$ cat config.mk
export PLATFORM = sky130hd
export DESIGN_NAME = seq_divider
export DESIGN_NICKNAME = d
export VERILOG_FILES = /design/src/rtl/alu_pkg.sv /design/src/rtl/div_step.sv /design/src/rtl/seq_divider.sv
export SDC_FILE = /design/constraint.sdc
export NUM_CORES = 1
export LEC_CHECK = 0
export ABC_AREA = 1
export CORE_ASPECT_RATIO = 0.7
export CORE_UTILIZATION = 35
export CTS_BUF_LIST = sky130_fd_sc_hd__clkbuf_2
export CTS_CLUSTER_SIZE = 25
export DETAILED_ROUTE_END_ITERATION = 10
export GPL_ROUTABILITY_DRIVEN = 0
export HOLD_SLACK_MARGIN = 0.1
export PLACE_DENSITY = 0.56
export SLEW_MARGIN = 15
export SYNTH_ARGS = -nofsm -noshare
export SYNTH_HDL_FRONTEND = slang
export SYNTH_HIERARCHICAL = 1
export SYNTH_SLANG_ARGS = --single-unit
export TNS_END_PERCENT = 100
$ cat constraint.sdc
create_clock -name clk -period 3.6 [get_ports clk]
set_input_delay 0.36 -clock clk [delete_from_list [all_inputs] [get_ports clk]]
set_output_delay 0.36 -clock clk [all_outputs]
set_load 0.05 [all_outputs]
$ cat src/rtl/alu_pkg.sv
// Shared ALU definitions: result-mux select codes and the divider FSM state type.
// The divider drives the DIV input with its quotient and the MOD input with its remainder.
package alu_pkg;

  typedef enum logic [3:0] {
    ADD  = 4'b0000,
    SUB  = 4'b0001,
    AND  = 4'b0010,
    OR   = 4'b0011,
    XOR  = 4'b0100,
    LSR  = 4'b0101,
    LSL  = 4'b0110,
    MOD  = 4'b0111,
    MULT = 4'b1000,
    DIV  = 4'b1001
  } alu_op_t;

  typedef enum logic [1:0] {
    IDLE = 2'd0,
    RUN  = 2'd1,
    DONE = 2'd2
  } div_state_t;

endpackage

$ cat src/rtl/div_step.sv
// One restoring-division iteration: shift the next dividend bit into the partial
// remainder, then subtract the divisor if it fits.
module div_step #(
  parameter int N = 4
) (
  input  logic [N-1:0] i_rem,
  input  logic         i_q_msb,
  input  logic [N-1:0] i_div,
  output logic [N-1:0] o_rem,
  output logic         o_q_bit
);

  logic [N:0] w_t;
  logic       w_ge;

  assign w_t     = {i_rem, i_q_msb};
  assign w_ge    = (w_t >= {1'b0, i_div});
  assign o_q_bit = w_ge;
  // The restored remainder is always below the divisor, so N bits hold it.
  assign o_rem   = w_ge ? N'(w_t - {1'b0, i_div}) : w_t[N-1:0];

endmodule

$ cat src/rtl/seq_divider.sv
// Multi-cycle unsigned restoring divider with start/done handshake; a zero divisor
// skips iteration and reports all-ones quotient with the dividend as remainder.
module seq_divider
  import alu_pkg::*;
#(
  parameter int N = 4
) (
  input  logic         clk,
  input  logic         rst,
  input  logic         start,
  input  logic [N-1:0] a,
  input  logic [N-1:0] b,
  output logic         busy,
  output logic         done,
  output logic [N-1:0] quotient,
  output logic [N-1:0] remainder,
  output logic         div_by_zero
);

  localparam int               CNT_W = (N > 1) ? $clog2(N) : 1;
  localparam logic [CNT_W-1:0] LAST  = CNT_W'(N - 1);

  div_state_t       r_state;
  logic [N-1:0]     r_quo;
  logic [N-1:0]     r_rem;
  logic [N-1:0]     r_div;
  logic [CNT_W-1:0] r_cnt;
  logic             r_busy;
  logic             r_done;
  logic [N-1:0]     r_q_out;
  logic [N-1:0]     r_r_out;
  logic             r_dbz;

  logic [N-1:0]     w_rem_next;
  logic             w_q_bit;
  logic [N-1:0]     w_quo_next;

  div_step #(.N(N)) u_step (
    .i_rem   (r_rem),
    .i_q_msb (r_quo[N-1]),
    .i_div   (r_div),
    .o_rem   (w_rem_next),
    .o_q_bit (w_q_bit)
  );

  assign w_quo_next = {r_quo[N-2:0], w_q_bit};

  always_ff @(posedge clk) begin
    if (rst) begin
      r_state <= IDLE;
      r_cnt   <= '0;
      r_quo   <= '0;
      r_rem   <= '0;
      r_div   <= '0;
      r_busy  <= 1'b0;
      r_done  <= 1'b0;
      r_q_out <= '0;
      r_r_out <= '0;
      r_dbz   <= 1'b0;
    end else begin
      r_done <= 1'b0;
      case (r_state)
        RUN: begin
          r_quo <= w_quo_next;
          r_rem <= w_rem_next;
          r_cnt <= r_cnt + CNT_W'(1);
          if (r_cnt == LAST) begin
            r_state <= DONE;
            r_busy  <= 1'b0;
            r_done  <= 1'b1;
            r_q_out <= w_quo_next;
            r_r_out <= w_rem_next;
            r_dbz   <= 1'b0;
          end
        end
        default: begin
          // IDLE and DONE both accept a request, allowing back-to-back operations.
          if (start) begin
            r_quo <= a;
            r_rem <= '0;
            r_div <= b;
            r_cnt <= '0;
            if (b == '0) begin
              r_state <= DONE;
              r_done  <= 1'b1;
              r_q_out <= '1;
              r_r_out <= a;
              r_dbz   <= 1'b1;
            end else begin
              r_state <= RUN;
              r_busy  <= 1'b1;
            end
          end else begin
            r_state <= IDLE;
          end
        end
      endcase
    end
  end

  assign busy        = r_busy;
  assign done        = r_done;
  assign quotient    = r_q_out;
  assign remainder   = r_r_out;
  assign div_by_zero = r_dbz;

endmodule

==> impl_results.md, run 1 <==
* Post-CTS setup buffers at 0
* I/O Buffers at 21
* Sequential Power Share at 49.3%
* Number of nets still failing antenna checks after routing at 0
* Worst vdd ir at 0.193 mV
* # DRC at 0
* Post-Route Utilization at 43.5%
* Cell area after synthesis at 1440 um^2
* Largest cells by area after synthesis: dfxtp_1, nand2_1, inv_1
* Hold Slack at 483 ps
* Clock latency on the worst-skew pair at 380 ps
* Worst Reg-to-Reg Cells at 12
* Slew margin rel. at 61.7%
* Initial antenna violation count at 0
* Setup violators final at 0
* Reg2Reg Capture Point: remainder[2]
* Fin area at 1710 um^2
* Clock Sinks at 27
* Commonest non-fill, non-tap cells in the layout: nand2_1, inv_1, dfxtp_1
* Max stage delay cell, worst path: clkdlybuf4s50_1
* Psw at 0.255 mW
* Via count at 1190
* Placed cell area at 1680 um^2
* Top-Level Pins at 22
* Die area at 4380 um^2
* Dpl ws at 1690 ps
* Combinational fraction of design power at 32.9%
* Post-DP HPWL at 2.21 mm
* DR vias/cell at 4.36
* Slowest stage delay, CP at 800 ps
* DR iter-0 viols at 66
* Post-CTS Resized at 0
* Lkg Pwr at 0.800 nW
* Syn Area/Cell at 7.20 um^2
* Hold buffers post-CTS at 0
* WP buf/inv at 1
* WL final at 2.90 mm
* Worst Path Class, Setup: register to output port
* Critical path endpoint category: output port
* WL/cell at 10.6 um
* Pwr Density at 402 nW/um^2
* Register bit count reported by yosys at 27
* Worst R2R Setup Slack at 1770 ps
* WP data required at 3240 ps
* Final max-slew violation count at 0
* CTS Buf Count at 3
* Clock skew at 24.9 ps
* Die height at 55.7 um
* Worst-Margin Slew at 573 ps
* Period utilization at 54.5%
* Initial Util at 36.7%
* Detailed Routing Iterations Pass 1 at 4
* Worst setup path start: busy
* Syn Inst Count at 200
* N_diodes at 0
* Status: completed
* Startpoint types: register
* Die X at 78.7 um
* Tmin final at 1960 ps
* CTS Root Cell: clkbuf_2
* First-pass GRT wire length at 5.01 mm
* Max Cap Viol at 0
* Vias in the first global route at 1018
* Register area share after synthesis at 37.5%
* # rows at 19
* Fin. Hold Viols at 0
* Share of post-route cells with drive strength above 1 at 10.4%
* Syn. warnings at 6
* CP Max Fanout at 2
* Tightest Hold Check Type: register to register
* Nets at 239
* Level count of the clock H-tree at 1
* Hold Path Sink: r_cnt[1]
* Worst Hold Depth at 2
* Crit path DAT at 1600 ps
* Core Area at 3920 um^2
* Grt ovf at 0
* Area delta synth->final at 18.5%
* Worst-path clk slew at 280 ps
* Top cell type's share of synthesized area at 37.5%
* Switching share of power at 37.1%
* Mapped Nets at 217
* Distinct cells, synth at 24
* Setup TNS at 0 ps
* Post-synth top area cell: dfxtp_1
* Internal at 0.432 mW
* Aggregate global-route resource usage at 14.7%
* Crit path cell chain: clkdlybuf4s50_1
* Clock network fraction of total power at 17.9%
* Delay-heaviest family, CP: buffers and inverters
* Setup ws final at 1640 ps
* Unrepaired setup endpoints after global routing: no
* Achievable Freq at 0.510 GHz
* Pin count of the biggest net entering global routing at 17
* CTS tree: done
* Most common cell after layout, fill and taps aside: nand2_1
* Min-delay src: r_cnt[1]
* CTS Buffer Depth at 2
* Reg-to-Reg Start: r_div[2]
[power groups by stage]
stage	Clock, mW	Sequential (mW)	Combinational, mW
final	0.123	0.338	0.226
after global routing	0.143	0.342	0.252
after CTS	0.127	0.338	0.227
after detailed placement	0	0.344	0.226
after global placement	0	0.344	0.227
after floorplan	0	0.365	0.152
[worst max-delay path by stage]
stage | cells after the start | endpoint
floorplan | 10 | remainder[2]
global placement | 6 | quotient[3]
detailed placement | 6 | quotient[2]
CTS | 1 | busy
global route | 1 | busy
finish | 1 | busy
[metal layers]
layer  global-route usage, %  vias to the layer above  wire [um]
met5                       0                        -          0
met4                    1.59                        0          0
met3                    3.77                        0        139
met2                    18.8                       22       1040
met1                    24.4                      507       1720
li1                        -                      661          -
[state kept, by name, indices dropped and copies added (netlist names)]
register and flops:
r_div 4, r_state 2, div_by_zero 1, r_rem 4, quotient 4, done 1, busy 1, r_cnt 2
r_quo 4, remainder 4
[cells by family after synthesis]
group                      after synthesis  synth area share [%]
and+or+nand+nor                         87                  30.1
xor gates and xnor gates                 1                 0.608
buffers and inverters                   43                  12.5
DFF                                     27                  37.5
adders and majority gates                6                  5.73
AOI/OAI and AO/OA                       36                  13.6
[cells in the mapped netlist, drive strengths merged]
cell    number
a21oi       19
xnor2        1
clkbuf       1
nand2       55
nand3        9
inv         39
nor2        17
or2          1
buf          3
dfxtp       27
nand3b       5
ha           5
o21ai       17
fa           1
[per-stage QoR]
stage	std cells	total power, mW
after detailed placement	269	0.570
after CTS	273	0.692
after floorplan	200	0.517
after global placement	269	0.570
after global routing	273	0.737
final	273	0.686
[final cells by class]
type	instances	area [um^2]
Fill cell	434	2220
Multi-Input combinational cell	130	719
Sequential cell	27	541
Timing Repair Buffer	21	210
Inverter	39	149
Tap cell	52	65.1
Clock buffer	3	15.0
Clock inverter	1	7.51
Note: power is estimated with default switching activity, not from simulation.
==> run 2: changes to the inputs <==
clock period = 1.9 ns   (was 3.6 ns; I/O delays follow)
==> run 2 against run 1 <==
Net effect: sequential power increased by 90%; wire length rose by 3.7%; largest cell class unchanged; first-iteration DRC count down 45%; power grew 94%; final cell count rose by 1.5%.
==> impl_results.md, run 2 (synthesized netlist as in run 1, its figures left out) <==
* Level count of the clock H-tree at 1
* Post-DP HPWL at 2.29 mm
* I/O Buffers at 21
* Status: completed
* Worst Path Class, Setup: register to output port
* DR vias/cell at 4.34
* Area delta synth->final at 22.2%
* Fill cells at 423
* WL/cell at 10.8 um
* Clock skew at 29.3 ps
* Die height at 55.7 um
* CTS Root Cell: clkbuf_2
* Worst Hold Depth at 3
* CTS tree: done
* Die X at 78.7 um
* Top-Level Pins at 22
* Setup ws final at 113 ps
* Startpoint types: register
* Placed insts at 272
* Worst Reg-to-Reg Cells at 10
* Reg2Reg Capture Point: remainder[3]
* Clock latency on the worst-skew pair at 390 ps
* Final cell count without fillers at 277
* Reg-to-Reg Start: r_rem[1]
* # rows at 19
* Slowest stage delay, CP at 810 ps
* Tmin final at 1790 ps
* Pwr Density at 756 nW/um^2
* Worst-path clk slew at 290 ps
* Max stage delay cell, worst path: clkdlybuf4s50_1
* Aggregate global-route resource usage at 15.6%
* Final max-slew violation count at 0
* CTS Buf Count at 3
* Critical path endpoint category: output port
* Unrepaired setup endpoints after global routing: no
* Worst-Margin Slew at 498 ps
* Share of post-route cells with drive strength above 1 at 14.7%
* Most common cell after layout, fill and taps aside: nand2_1
* Crit path DAT at 1600 ps
* Dpl ws at 154 ps
* Worst vdd ir at 0.394 mV
* Hold Path Sink: r_div[0]
* Hold Slack at 352 ps
* Min-delay src: b[0]
* Register area at 543 um^2
* Delay-heaviest family, CP: buffers and inverters
* DR iter-0 viols at 36
* Tightest Hold Check Type: primary input to register
* Grt ovf at 0
* Initial Util at 36.7%
* Number of nets still failing antenna checks after routing at 0
* Multi-input logic area at 739 um^2
* Worst R2R Setup Slack at 180 ps
* Vias in the first global route at 1135
* WP data required at 1710 ps
* CP Max Fanout at 2
* Lkg Pwr at 0.817 nW
* Via count at 1201
* Achievable Freq at 0.560 GHz
* Setup TNS at 0 ps
* Detailed Routing Iterations Pass 1 at 6
* Core Area at 3920 um^2
* Commonest non-fill, non-tap cells in the layout: nand2_1, inv_1, dfxtp_1
* Clock Sinks at 27
* Nets at 243
* Period utilization at 94.1%
* Fin. Hold Viols at 0
* Hold buffers post-CTS at 0
* Pin count of the biggest net entering global routing at 17
* # DRC at 0
* First-pass GRT wire length at 5.29 mm
* Max Cap Viol at 0
* Crit path cell chain: clkdlybuf4s50_1
* Setup violators final at 0
* Slew margin rel. at 66.7%
* Die area at 4380 um^2
* WP buf/inv at 1
* CTS Buffer Depth at 2
* WL final at 3.00 mm
* N_diodes at 0
* Initial antenna violation count at 0
* Post-Route Utilization at 44.8%
==> run 2: worst max path at each step <==
stage | from | end | slack [ps] | depth (start not counted)
after global routing | r_quo[3] | remainder[1] | 20 | 10
after detailed placement | r_quo[3] | remainder[2] | 150 | 10
after global placement | r_quo[3] | remainder[2] | 120 | 10
after CTS | busy | busy | 90 | 1
after floorplan | r_quo[3] | remainder[2] | 350 | 10
final | remainder[0] | remainder[0] | 110 | 1
==> run 2: layout make-up <==
type	count	share of cell area, %
tap	52	3.70
clock buffer	3	0.853
sequential	27	30.9
multi-input combinational	130	42.0
timing repair buffer	25	13.7
inverter	39	8.46
clock inverter	1	0.427
==> run 2: power breakdown <==
group          total (mW)  switching (mW)  internal, mW
Combinational       0.456           0.273         0.183
Clock               0.234           0.185        0.0487
Sequential          0.641          0.0284         0.612
Total                1.33           0.487         0.844
==> run 2: stage by stage <==
stage	cell area [um^2]	power [mW]
2_1_floorplan	1440	0.979
3_3_place_gp	1710	1.09
3_5_place_dp	1710	1.08
4_1_cts	1730	1.32
5_1_grt	1760	1.43
6_report	1760	1.33
==> run 2: per-layer routing <==
| layer | vias to the layer above | track usage [%] | wire length (um) |
|---|---|---|---|
| met2 | 18 | 21.7 | 1120 |
| met3 | 2 | 4.26 | 125 |
| met5 | - | 0 | 0 |
| met4 | 0 | 2.38 | 15 |
| li1 | 671 | - | - |
| met1 | 510 | 23.8 | 1740 |
==> run 2: what timing repair did <==
action                                  CTS  global route
resized for setup                         0             6
endpoints found under the hold margin     0             0
setup buffers                             0             1
endpoints found under the setup margin    0             3
